File: config.mk
export PLATFORM = sky130hd
export DESIGN_NAME = cdb_arbiter
export DESIGN_NICKNAME = d
export VERILOG_FILES = /design/src/rtl/cdb_arbiter.sv
export SDC_FILE = /design/constraint.sdc
export NUM_CORES = 1
export LEC_CHECK = 0
export ABC_AREA = 1
export CAP_MARGIN = 20
export CORE_ASPECT_RATIO = 1.4
export CORE_UTILIZATION = 63
export DETAILED_ROUTE_END_ITERATION = 8
export DONT_BUFFER_PORTS = 1
export PLACE_DENSITY = 0.86
export SETUP_SLACK_MARGIN = 0.02
export SLEW_MARGIN = 10
export SYNTH_ARGS = -nofsm -noshare
export SYNTH_HDL_FRONTEND = slang
export SYNTH_SLANG_ARGS = --single-unit
File: constraint.sdc
create_clock -name clk_in -period 5.3 [get_ports clk_in]
set_clock_uncertainty 0.2 [all_clocks]
set_input_delay 0.795 -clock clk_in [delete_from_list [all_inputs] [get_ports clk_in]]
set_output_delay 0.795 -clock clk_in [all_outputs]
set_load 0.005 [all_outputs]
File: src/rtl/cdb_arbiter.sv
// Common-data-bus arbiter: per-source result FIFOs drained round-robin onto a registered CDB.
// Optional CDB_BYPASS_EN lets an empty source's incoming push go straight to the bus.
`ifndef ROB_WIDTH_BIT
`define ROB_WIDTH_BIT 4
`endif

module cdb_arbiter #(
    parameter int N_SRC          = 3,
    parameter int ROB_WIDTH_BIT  = `ROB_WIDTH_BIT,
    parameter int FIFO_DEPTH_BIT = 1
) (
    input  logic                         clk_in,
    input  logic                         rst_in,
    input  logic                         rdy_in,
    input  logic                         flush,
    input  logic [N_SRC-1:0]             src_valid,
    input  logic [N_SRC*ROB_WIDTH_BIT-1:0] src_rob_id,
    input  logic [N_SRC*32-1:0]          src_value,
    output logic [N_SRC-1:0]             src_ready,
    output logic                         cdb_valid,
    output logic [ROB_WIDTH_BIT-1:0]     cdb_rob_id,
    output logic [31:0]                  cdb_value
);
    localparam int W     = ROB_WIDTH_BIT;
    localparam int FB    = FIFO_DEPTH_BIT;
    localparam int DEPTH = 1 << FB;
    localparam int GW    = (N_SRC > 1) ? $clog2(N_SRC) : 1;
    localparam logic [FB:0] DEPTH_C = (FB+1)'(DEPTH);

    logic [W-1:0]  mem_rob [N_SRC][DEPTH];
    logic [31:0]   mem_val [N_SRC][DEPTH];
    logic [FB-1:0] head_reg  [N_SRC];
    logic [FB-1:0] tail_reg  [N_SRC];
    logic [FB:0]   count_reg [N_SRC];
    logic [GW-1:0] last_grant_reg;
    logic          cdb_valid_reg;
    logic [W-1:0]  cdb_rob_id_reg;
    logic [31:0]   cdb_value_reg;

    logic [N_SRC-1:0] push;
    logic [N_SRC-1:0] eligible;
    logic [N_SRC-1:0] pop;
    logic [N_SRC-1:0] write_en;
    logic             grant;
    logic [GW-1:0]    grant_idx;
    logic [GW:0]      idx;
    logic [W-1:0]     sel_rob;
    logic [31:0]      sel_val;

    genvar gi;
    generate
        for (gi = 0; gi < N_SRC; gi++) begin : g_src
            assign src_ready[gi] = rdy_in && (count_reg[gi] < DEPTH_C);
            assign push[gi]      = src_valid[gi] && src_ready[gi] && !flush;
`ifdef CDB_BYPASS_EN
            assign eligible[gi]  = (count_reg[gi] != '0) || push[gi];
`else
            assign eligible[gi]  = (count_reg[gi] != '0);
`endif
            assign pop[gi]       = grant && (grant_idx == GW'(gi)) && (count_reg[gi] != '0);
            // A bypassed result (granted while its FIFO is empty) never enters the FIFO.
            assign write_en[gi]  = push[gi] && !(grant && (grant_idx == GW'(gi)) && (count_reg[gi] == '0));
        end
    endgenerate

    // Round-robin search starting one past the last winner.
    always_comb begin
        grant     = 1'b0;
        grant_idx = '0;
        idx       = '0;
        for (int k = 1; k <= N_SRC; k++) begin
            idx = {1'b0, last_grant_reg} + (GW+1)'(k);
            if (idx >= (GW+1)'(N_SRC)) idx = idx - (GW+1)'(N_SRC);
            if (!grant && eligible[idx[GW-1:0]]) begin
                grant     = 1'b1;
                grant_idx = idx[GW-1:0];
            end
        end
        if (!rdy_in || flush) grant = 1'b0;
    end

    always_comb begin
        sel_rob = mem_rob[grant_idx][head_reg[grant_idx]];
        sel_val = mem_val[grant_idx][head_reg[grant_idx]];
`ifdef CDB_BYPASS_EN
        if (count_reg[grant_idx] == '0) begin
            sel_rob = src_rob_id[grant_idx*W +: W];
            sel_val = src_value[grant_idx*32 +: 32];
        end
`endif
    end

    always_ff @(posedge clk_in) begin
        for (int i = 0; i < N_SRC; i++) begin
            if (write_en[i]) begin
                mem_rob[i][tail_reg[i]] <= src_rob_id[i*W +: W];
                mem_val[i][tail_reg[i]] <= src_value[i*32 +: 32];
            end
        end
    end

    always_ff @(posedge clk_in or negedge rst_in) begin
        if (!rst_in) begin
            for (int i = 0; i < N_SRC; i++) begin
                head_reg[i]  <= '0;
                tail_reg[i]  <= '0;
                count_reg[i] <= '0;
            end
            last_grant_reg <= '0;
            cdb_valid_reg  <= 1'b0;
            cdb_rob_id_reg <= '0;
            cdb_value_reg  <= '0;
        end else if (rdy_in) begin
            if (flush) begin
                for (int i = 0; i < N_SRC; i++) begin
                    head_reg[i]  <= '0;
                    tail_reg[i]  <= '0;
                    count_reg[i] <= '0;
                end
                cdb_valid_reg <= 1'b0;
            end else begin
                for (int i = 0; i < N_SRC; i++) begin
                    if (write_en[i]) tail_reg[i] <= tail_reg[i] + 1'b1;
                    if (pop[i])      head_reg[i] <= head_reg[i] + 1'b1;
                    count_reg[i] <= count_reg[i] + (FB+1)'(write_en[i]) - (FB+1)'(pop[i]);
                end
                cdb_valid_reg <= grant;
                if (grant) begin
                    cdb_rob_id_reg <= sel_rob;
                    cdb_value_reg  <= sel_val;
                    last_grant_reg <= grant_idx;
                end
            end
        end
    end

    assign cdb_valid  = cdb_valid_reg;
    assign cdb_rob_id = cdb_rob_id_reg;
    assign cdb_value  = cdb_value_reg;
endmodule

## Word-level counts from Yosys, hierarchy flattened

Memory sizes are Yosys's and may differ from the RTL's.
Cells that the tools add are included.

| word-level totals | value |
|---|---|
| flip-flop bits (word level) | 51 |
| memory bits (writable) | 216 |
| input port bits | 115 |
| output and inout bits | 40 |
| logic and storage cells | 168 |
| memories kept | 2 |

| operators by class | value |
|---|---|
| add/sub/neg operators | 18 |
| magnitude comparators | 17 |
| equal/unequal tests | 2 |
| mux-type cells | 56 |
| bitwise operators | 6 |
| reduce and logical (&&, ||, !) cells | 54 |

Memories:

| name | words | width | rd ports | clocked after Yosys merged registers in | wr ports | RTL line | source |
|---|---|---|---|---|---|---|---|
| mem_val | 3 | 64 | 1 | 0 | 3 | 31 | `logic [31:0] mem_val [N_SRC][DEPTH];` |
| mem_rob | 3 | 8 | 1 | 0 | 3 | 30 | `logic [W-1:0] mem_rob [N_SRC][DEPTH];` |

Operators with widths:

| kind | count |
|---|---|
| 32-bit 2-to-1 mux | 6 |
| 64-bit 2-to-1 mux | 3 |
| 32-bit demux with 1-bit select | 3 |
| 1-bit logical AND | 26 |
| 4-bit 2-to-1 mux | 6 |
| 8-bit 2-to-1 mux | 3 |
| 1-bit 2-to-1 mux | 19 |
| 2-bit nonzero test | 9 |
| 4-bit demux with 1-bit select | 3 |
| 2-bit 2-to-1 mux | 6 |
| 2-bit AND reduction | 6 |
| 3-bit by 2-bit >= comparator with 1-bit output, second input constant | 3 |
| 2-bit by 3-bit < comparator with 1-bit output, second input constant | 3 |
| 1-bit binary-select mux with 2-bit select | 4 |
| 2-bit >= comparator, second input constant | 4 |
| 2-bit zero test | 4 |
| 1-bit NOT with 2-bit output | 4 |
| 1-bit zero test | 7 |
| 1-bit adder, second input constant | 6 |
| 2-bit by 1-bit adder with 2-bit output | 3 |
| 2-bit by 2-bit adder with 3-bit output, second input constant | 2 |
| 2-bit by 1-bit < comparator with 1-bit output, second input constant | 3 |
| 2-bit < comparator, second input constant | 3 |
| 3-bit 2-to-1 mux | 2 |
| other kinds (11) | 15 |

## Longest topological paths before layout

Gate-level depths: netlist of run 1.

| logic depth | value |
|---|---|
| word-level depth | 20 |
| mapped depth | 20 |
| depth with buffers taken out | 19 |

## Worst setup path after synthesis of run 1

No wires, ideal clock.

| timing | value |
|---|---|
| path type | flip-flop to flip-flop |
| start | register last_grant_reg[0] |
| end | memory mem_rob[0][4] (netlist name), enable pin |
| library setup time | 429 ps |
| data arrival time | 3314 ps |
| slack | 1357 ps |
| cell stages (with the launch flop) | 12 |
| buffers on the path | 1 |
| cells stage by stage | dfrtp_1 -> inv_1 -> ha_1 -> inv_2 -> o21ai_1 -> nand2_2 -> nand4_1 -> buf_4 -> nand2_1 -> nand3_1 -> nand2_1 -> nor2_1 |

RTL lines:

| item | RTL line | source |
|---|---|---|
| start: declaration | 35 | `logic [GW-1:0] last_grant_reg;` |
| start signal: assignment | 131 | `last_grant_reg <= grant_idx;` |
| end: declaration | 30 |  |

## Worst setup path after layout of run 1

| timing | value |
|---|---|
| start | register last_grant_reg[0] |
| end | register cdb_value_reg[19], in the netlist cdb_value[19] |

| between the ends | value |
|---|---|
| longest elaborated chain between the ends | 20 |

Ends and longest elaborated chain:

| item | RTL line | source |
|---|---|---|
| 2-bit by 1-bit adder with 3-bit output | 72 | `idx = {1'b0, last_grant_reg} + (GW+1)'(k);` |
| 3-bit by 2-bit >= comparator with 1-bit output or 2-bit subtractor (tied branches) | 73 | `if (idx >= (GW+1)'(N_SRC)) idx = idx - (GW+1)'(N_SRC);` |
| 2-bit 2-to-1 mux | 73 |  |
| 1-bit binary-select mux with 2-bit select | 74 | `if (!grant && eligible[idx[GW-1:0]]) begin` |
| 1-bit 2-to-1 mux (not written as such) | 74 |  |
| 1-bit 2-to-1 mux | 74 |  |
| 1-bit zero test | 74 |  |
| 1-bit logical AND | 74 |  |
| 1-bit 2-to-1 mux | 74 |  |
| 1-bit zero test | 74 |  |
| 1-bit logical AND | 74 |  |
| 2-bit 2-to-1 mux | 74 |  |
| 2-bit NOT with 3-bit output (not written as such) | 84 | `sel_val = mem_val[grant_idx][head_reg[grant_idx]];` |
| 1-bit binary-select mux with 2-bit select | 84 |  |
| 1-bit 2-to-1 mux (not written as such) (2 in series) | 84 |  |
| 1-bit NOT with 2-bit output (not written as such) | 84 |  |
| 32-bit 2-to-1 mux (not written as such) (3 in series) | 84 |  |
| end signal: assignment | 130 | `cdb_value_reg <= sel_val;` |
| end: declaration | 38 | `logic [31:0] cdb_value_reg;` |

Parallel ways exist; a longest one is shown, timed or not. The select of a mux whose other input is x is not followed.
A chain may end at the register's enable or synchronous reset.

==> key figures, run 1 <==
Clocking
  – CTS HTree Levels: 1
  – # resized after CTS: 0
  – Clk_lat worst skew: 520 ps
  – Clock Sinks: 267
  – Clk slew on worst S/H paths: approximately 70 ps
  – CTS root buf: clkbuf_16
  – CTS max path bufs: 3
  – CTS Buf Count: 25
  – CTS tree: yes

Floorplanning
  – Area of the core: between 15000 and 20000 um^2
  – Area of the die: ~19000 um^2
  – Die Y: roughly 160 um
  – DIE WIDTH: about 120 um
  – Initial Util: between 60 and 70%
  – Site Rows: 57
  – IO Pins: between 150 and 200

Pwr
  – Peak VDD IR: ~700 uV
  – Final total power: approximately 9 mW
  – Leak: roughly 5.2 nW
  – Total power divided by cell area: 716.3 nW/um^2

Cells and area
  – Layout cells sized above 1: around 7.5%
  – Largest register FFs: around 190
  – Seq. cell area: 7762 um^2
  – Final nets: ~1200
  – Multi-input logic area: about 3000 um^2
  – Most frequent cells in the layout: nand2_1 (287), nand3_1 (228), edfxtp_1 (216)
  – Commonest non-fill, non-tap cell in the layout: nand2_1
  – # fillers: about 1100
  – Area Growth Syn to Fin: 9.968%

Setup path
  – Crit path capture type: flip-flop
  – Critical path cell sequence: inv_1 > ha_1 > inv_2 > nand2_1 > nand2_1 > nand2_1 > nand2_2 > nand4_1 > nand2_2 > clkinv_2 > buf_4 > or2_1 > nand2_1 > nand2_1 > nand3_1 > nand2_1
  – Buf+Inv Stages, Crit Path: 4
  – CP max stage delay: 810 ps
  – CP Class: reg2reg
  – Worst-path maximum fanout: between 50 and 60
  – Crit start category: flip-flop
  – Slowest CP cell: clkinv_2
  – Delay-heaviest family, CP: buffers and inverters
  – Top cell by count, worst path: nand2_1
  – Critical Path AT: 4460 ps
  – Worst EP required: ~5500 ps

Timing
  – Final period utilization: about four fifths
  – Setup TNS Final: 0 ps
  – Tightest Pin Transition: a little under 1000 ps
  – Max-slew violation total from the final report: 0
  – Max Fclk: between 0.2 and 0.25 GHz
  – Endpoints failing setup: 0
  – Fin. Hold Viols: 0
  – RSZ-0062 raised after global routing: false
  – Minimum clock period: 4254 ps
  – Max-Slew Margin vs Limit: 33.62%

Synthesis
  – Main combinational cell family by area after synthesis: simple AND/OR/NAND/NOR gates
  – Most common flop cell mapped by yosys: edfxtp_1
  – Synth Area in Compound Gates: 1.083%
  – Distinct cells, synth: 32
  – Mapped Area: ~11000 um^2
  – Synth Area per Inst: between 10 and 15 um^2
  – Synth async-reset ratio: between 10% and 20%
  – Xor/xnor cell area share of the yosys netlist: 0.3094%
  – Multiplexer share of the synthesized area: 0%
  – Adder-Cell Fraction of Synth Area: between 1 and 1.5%
  – Syn. warnings: 0
  – EDFF count, synth: roughly 220
  – Synth Register Bits: between 200 and 300
  – Syn Nets: 1167
  – Sequential cell area fraction in the yosys report: 68.56%
  – Mapped Cells: about 1000
  – Synth Area in Simple Gates: around a quarter

Status
  – Outcome: finished, final reports clean

Drt
  – Final wirelength: 26600 um
  – Drt pass-1 iters: 5
  – Via Count: 7684
  – Post-detailed-route count of antenna-violating nets: 0
  – Vias per inst: a little under 6
  – First DRT Iteration DRCs: ~760
  – Drt drc: 0
  – Avg WL per Cell: around 21 um

Min path
  – Worst min-delay path class: in2reg

Placement
  – I/O Buffers: 0
  – RD Place Congestion: 0.9000
  – Dpl hpwl: around 16000 um

Global routing
  – Total track usage: 29.21%
  – Largest net degree at the start of global routing: between 70 and 80
  – Number of global-route vias before repair: approximately 8000
  – Initial antenna violation count: 0
  – Overflow after GRT: 0
  – First-pass GRT wire length: approximately 40000 um

Job
  – Maximum capacitance violations: 0
[per-layer routing]
metal	global-route usage (%)	vias to the layer above	routed length, um
met5	0	-	0
met4	13.05	0	1176
met3	8.189	93	2843
met2	50.14	428	13560
met1	33.72	3678	9013
li1	-	3485	-
[area by class of cell]
type	count	share of cell area [%]
clock buffers	31	5.286
diodes	1	0.02010
flip-flops and latches	267	62.35
well taps	236	2.372
repair buffers	17	1.507
multi-input cells	623	23.81
clock inverters	14	1.638
inverters	100	3.025
[power by group]
part | total [mW] | internal, mW | switching [mW] | leakage, nW
clock network | 1.89 | 1.13 | 0.758 | 0.419
logic | 4.30 | 1.23 | 3.07 | 2.18
registers | 2.73 | 2.54 | 0.187 | 2.61
[synthesized netlist by cell type (4+ instances only)]
cell      number  area [um^2]
inv_2          4        15.01
or2_1         32        200.2
dfrtp_1       51         1276
nand2_2        4        25.02
edfxtp_1     216         6486
inv_1         95        356.6
nor2_1        19        71.32
buf_2         16        80.08
a21oi_1        6        30.03
buf_4         12        90.09
clkbuf_1      19        71.32
nand3_1      228         1141
buf_1          5        18.77
nand2_1      288         1081
xor2_1         4        35.03
nor2_2         4        25.02
ha_1          10        125.1
o21ai_0        9        45.04
[metrics by stage]
step                      cells  cell area, um^2  hold slack (ps)  setup slack [ps]  util, %
after detailed placement   1241            11550            296.4              1128    66.09
after floorplan            1042            11320            272.6              1357        -
after global routing       1288            12450            149.5             707.6    71.24
final                      1289            12450            164.5              1046    71.26
after CTS                  1288            12450            158.5              1097    71.24
after global placement     1238            11490            292.2              1353    65.75
[worst register-to-register path: cells and delay by family, from the launching register on]
family / cells / cell delay [ps]
fa+ha+maj: 1 / 410
buf+inv: 4 / 1600
flops: 1 / 400
simple gates: 11 / 1520
[timing repair]
| item | in CTS | in global routing |
|---|---|---|
| hold buffers | 2 | 0 |
| endpoints found under the setup margin | 0 | 0 |
| endpoints found under the hold margin | 51 | 0 |
| buffers inserted | 0 | 0 |
[worst paths after layout]
path	startpoint	end	slack [ps]	depth (start not counted)
max in group asynchronous	rst_in	cdb_value[26]	4020	2
min in group asynchronous	rst_in	count_reg[1]	590	2
setup / recovery	last_grant_reg[0]	cdb_value[19]	1050	16
hold reg to reg	cdb_value[29]	cdb_value[29]	300	2
hold / removal	src_value[7]	mem_val[0][39]	160	0
setup reg to reg	last_grant_reg[0]	cdb_value[19]	1050	16
[cell families (layout without fill, tap and decap cells)]
| logic type | count (synthesis) | after routing |
|---|---|---|
| buf+inv | 152 | 162 |
| fa+ha+maj | 10 | 10 |
| xor+xnor | 4 | 4 |
| compound gates | 22 | 22 |
| flops | 267 | 267 |
| other cells | 0 | 1 |
| simple gates | 587 | 587 |
(Power assumes the default switching activity.)
==> inputs of run 2 (changes only) <==
- ABC_AREA: 1 -> 0
- CORE_UTILIZATION: 63 -> 57
- PLACE_DENSITY: 0.86 -> 0.82
- clock period: 5.3 -> 3.58 ns (I/O delays scaled with it)
==> key figures, run 2 <==
Synthesis
  – Synth async-reset ratio: between 10% and 20%
  – Syn Nets: around 920
  – Adder-Cell Fraction of Synth Area: around 1.2%
  – Mapped Cells: between 700 and 800
  – Multiplexer share of the synthesized area: 0.1857%
  – Distinct cells, synth: between 40 and 50
  – Most common flop cell mapped by yosys: edfxtp_1
  – Yosys top cell by area: edfxtp_1
  – Synth Area in Compound Gates: between 10 and 15%
  – Sequential cell area fraction in the yosys report: a little under three quarters
  – Xor/xnor cell area share of the yosys netlist: less than 1%
  – EDFF count, synth: roughly 220
  – Syn. warnings: 0
  – Synth Area in Simple Gates: under 10%
  – Synth Register Bits: 267
  – Top-count cell post-synth: edfxtp_1
  – Area contributors post-synth: edfxtp_1 (60%), dfrtp_1 (12%), a21oi_1 (3.4%)
  – Synth Area per Inst: 13.58 um^2
  – Main combinational cell family by area after synthesis: compound AO/OA/AOI/OAI gates
  – Mapped Area: roughly 11000 um^2
  – Top cells by count, synth: edfxtp_1 (216), nor2_1 (85), nand2_1 (83)
  – Top-area cell type share of the netlist area: between 60 and 70%

Timing
  – Endpoints failing setup: 0
  – Max-Slew Margin vs Limit: 45.63%
  – Tightest Pin Transition: 812.4 ps
  – Fin. Hold Viols: 0
  – Minimum clock period: around 3400 ps
  – Max Fclk: between 0.2 and 0.3 GHz
  – Final WS setup: about 190 ps
  – RSZ-0062 raised after global routing: false
  – Setup TNS Final: 0 ps
  – Final period utilization: around 95%
  – Max-slew violation total from the final report: 0

Setup path
  – Critical path cell sequence: inv_1 > ha_2 > inv_1 > a311o_1 > and2_2 > buf_4 > nor3_4 > ha_1 > inv_1 > ha_1 > xor2_1 > o21ai_0 > a22o_1
  – Delay-heaviest family, CP: adder cells
  – CP Class: reg2reg
  – Worst R2R Path Depth: 13
  – Buf+Inv Stages, Crit Path: 4
  – Worst-path maximum fanout: 33
  – Reg2reg start: last_grant_reg[0]
  – FF-to-FF setup slack: about 190 ps
  – Crit path capture type: flip-flop
  – Critical path startpoint: last_grant_reg[0]
  – Slowest CP cell: dfrtp_1
  – Worst EP required: between 3000 and 4000 ps
  – CP max stage delay: between 400 and 500 ps
  – Critical Path AT: ~3600 ps
  – Crit start category: flip-flop
  – Top cell by count, worst path: inv_1
  – Reg2reg end: count_reg[3]

Min path
  – Hold Path End: count_reg[5]
  – Hold path start: rdy_in
  – Hold Path Stages: 3
  – Worst min-delay path class: in2reg

Floorplanning
  – IO Pins: 155
  – Die Y: 164.7 um
  – Area of the die: between 15000 and 20000 um^2
  – Initial Util: between 50% and 60%
  – Site Rows: 59
  – DIE WIDTH: roughly 120 um
  – Area of the core: roughly 19000 um^2

Pwr
  – Leak: ~4.7 nW
  – Total power divided by cell area: 708.1 nW/um^2
  – Final total power: slightly above 9 mW
  – Peak VDD IR: about 460 uV

Status
  – Outcome: finished, final reports clean

Global routing
  – First-pass GRT wire length: about 44000 um
  – Total track usage: approximately 30%
  – Number of global-route vias before repair: approximately 7800
  – Largest net degree at the start of global routing: between 70 and 80
  – Initial antenna violation count: 1
  – Overflow after GRT: 0

Cells and area
  – Final nets: around 1000
  – Most frequent cells in the layout: edfxtp_1 (216), dlygate4sd3_1 (111), nand2_1 (82)
  – Area Growth Syn to Fin: 21.84%
  – Post-route cell area: 13140 um^2
  – Commonest non-fill, non-tap cell in the layout: edfxtp_1
  – Post-layout util: 70.90%
  – # fillers: 1150
  – Largest register FFs: 192
  – Layout cells sized above 1: a little under 10%

Placement
  – RD Place Congestion: ~0.92
  – I/O Buffers: 0
  – Placed Area: 11130 um^2
  – Dpl ws: around 180 ps
  – Dpl hpwl: between 15000 and 20000 um

Clocking
  – Clk slew on worst S/H paths: 60 ps
  – Clk_lat worst skew: 530 ps
  – CTS tree: yes
  – CTS root buf: clkbuf_16
  – CTS max path bufs: 3
  – CTS Buf Count: 25
  – CTS HTree Levels: 1
  – Clock Sinks: 267

Drt
  – Avg WL per Cell: roughly 25 um
  – Via Count: between 7000 and 8000
  – Drt drc: 0
  – Vias per inst: roughly 6.2
  – First DRT Iteration DRCs: around 630
  – Drt pass-1 iters: 5
  – Final wirelength: just under 30000 um
  – Post-detailed-route count of antenna-violating nets: 0

Job
  – Maximum capacitance violations: 0
==> run 2: cell count changes after synthesis, moves of 6 or more <==
cell and change:
nand2b_1 +38, nor2_1 +66, o221a_2 +6, a21oi_1 +67, o21ai_0 +37, nand3_1 -225, inv_1 -82, clkbuf_1 +11
or2_1 -32, buf_2 -8, nand2_1 -205, o221a_1 +30, o31ai_1 +35
==> run 2: worst max-delay path by stage <==
stage                          to  cells past startpoint
floorplan           mem_rob[0][0]                      8
global placement     count_reg[3]                     13
detailed placement   count_reg[3]                     13
CTS                  count_reg[3]                     13
global route         count_reg[3]                     13
finish               count_reg[3]                     13
==> run 2: cells by family after synthesis <==
family / Yosys count
flip-flops: 267
AND/OR/NAND/NOR: 229
AO/OA/AOI/OAI: 214
buffers and inverters: 64
adder cells (fa/ha/maj): 10
XOR/XNOR: 8
multiplexers: 2
==> run 2: metrics by stage <==
step,std cells,hold slack (ps)
3_3_place_gp,1013,44.89
6_report,1174,16.76
5_1_grt,1172,20.61
3_5_place_dp,1013,45.20
4_1_cts,1171,8.448
2_1_floorplan,794,41.41
==> run 2: per-layer routing <==
layer	vias to the layer above	global-route usage (%)	routed length (um)
li1	3175	-	-
met1	3643	33.60	9932
met2	424	54.17	15450
met3	95	5.801	2270
met4	0	15.79	1277
met5	-	0	0
==> run 2: tightest hold or removal path, cell delays in order <==
cell,delay [ps]
o21ai_0,50
nand2_1,50
o21ai_0,60
==> run 2: power by group <==
part | switching (mW) | internal (mW)
Sequential | 0.307 | 3.71
Combinational | 1.57 | 0.999
Clock | 1.11 | 1.60
==> run 2: what timing repair did <==
action / in CTS / in global routing
gates resized for setup: 0 / 5
setup buffers: 0 / 0
hold endpoints to repair: 271 / 0
setup endpoints to repair: 0 / 3
hold buffers: 112 / 0
==> run 2: cell type report <==
| class | count | area (um^2) | share of cell area [%] |
|---|---|---|---|
| clock inverters | 8 | 125.1 | 0.9524 |
| diodes | 3 | 7.507 | 0.05714 |
| repair buffers | 138 | 1384 | 10.53 |
| inverters | 13 | 48.80 | 0.3714 |
| well taps | 244 | 305.3 | 2.324 |
| multi-input cells | 463 | 2789 | 21.23 |
| flip-flops and latches | 267 | 7764 | 59.10 |
| clock buffers | 38 | 714.4 | 5.438 |
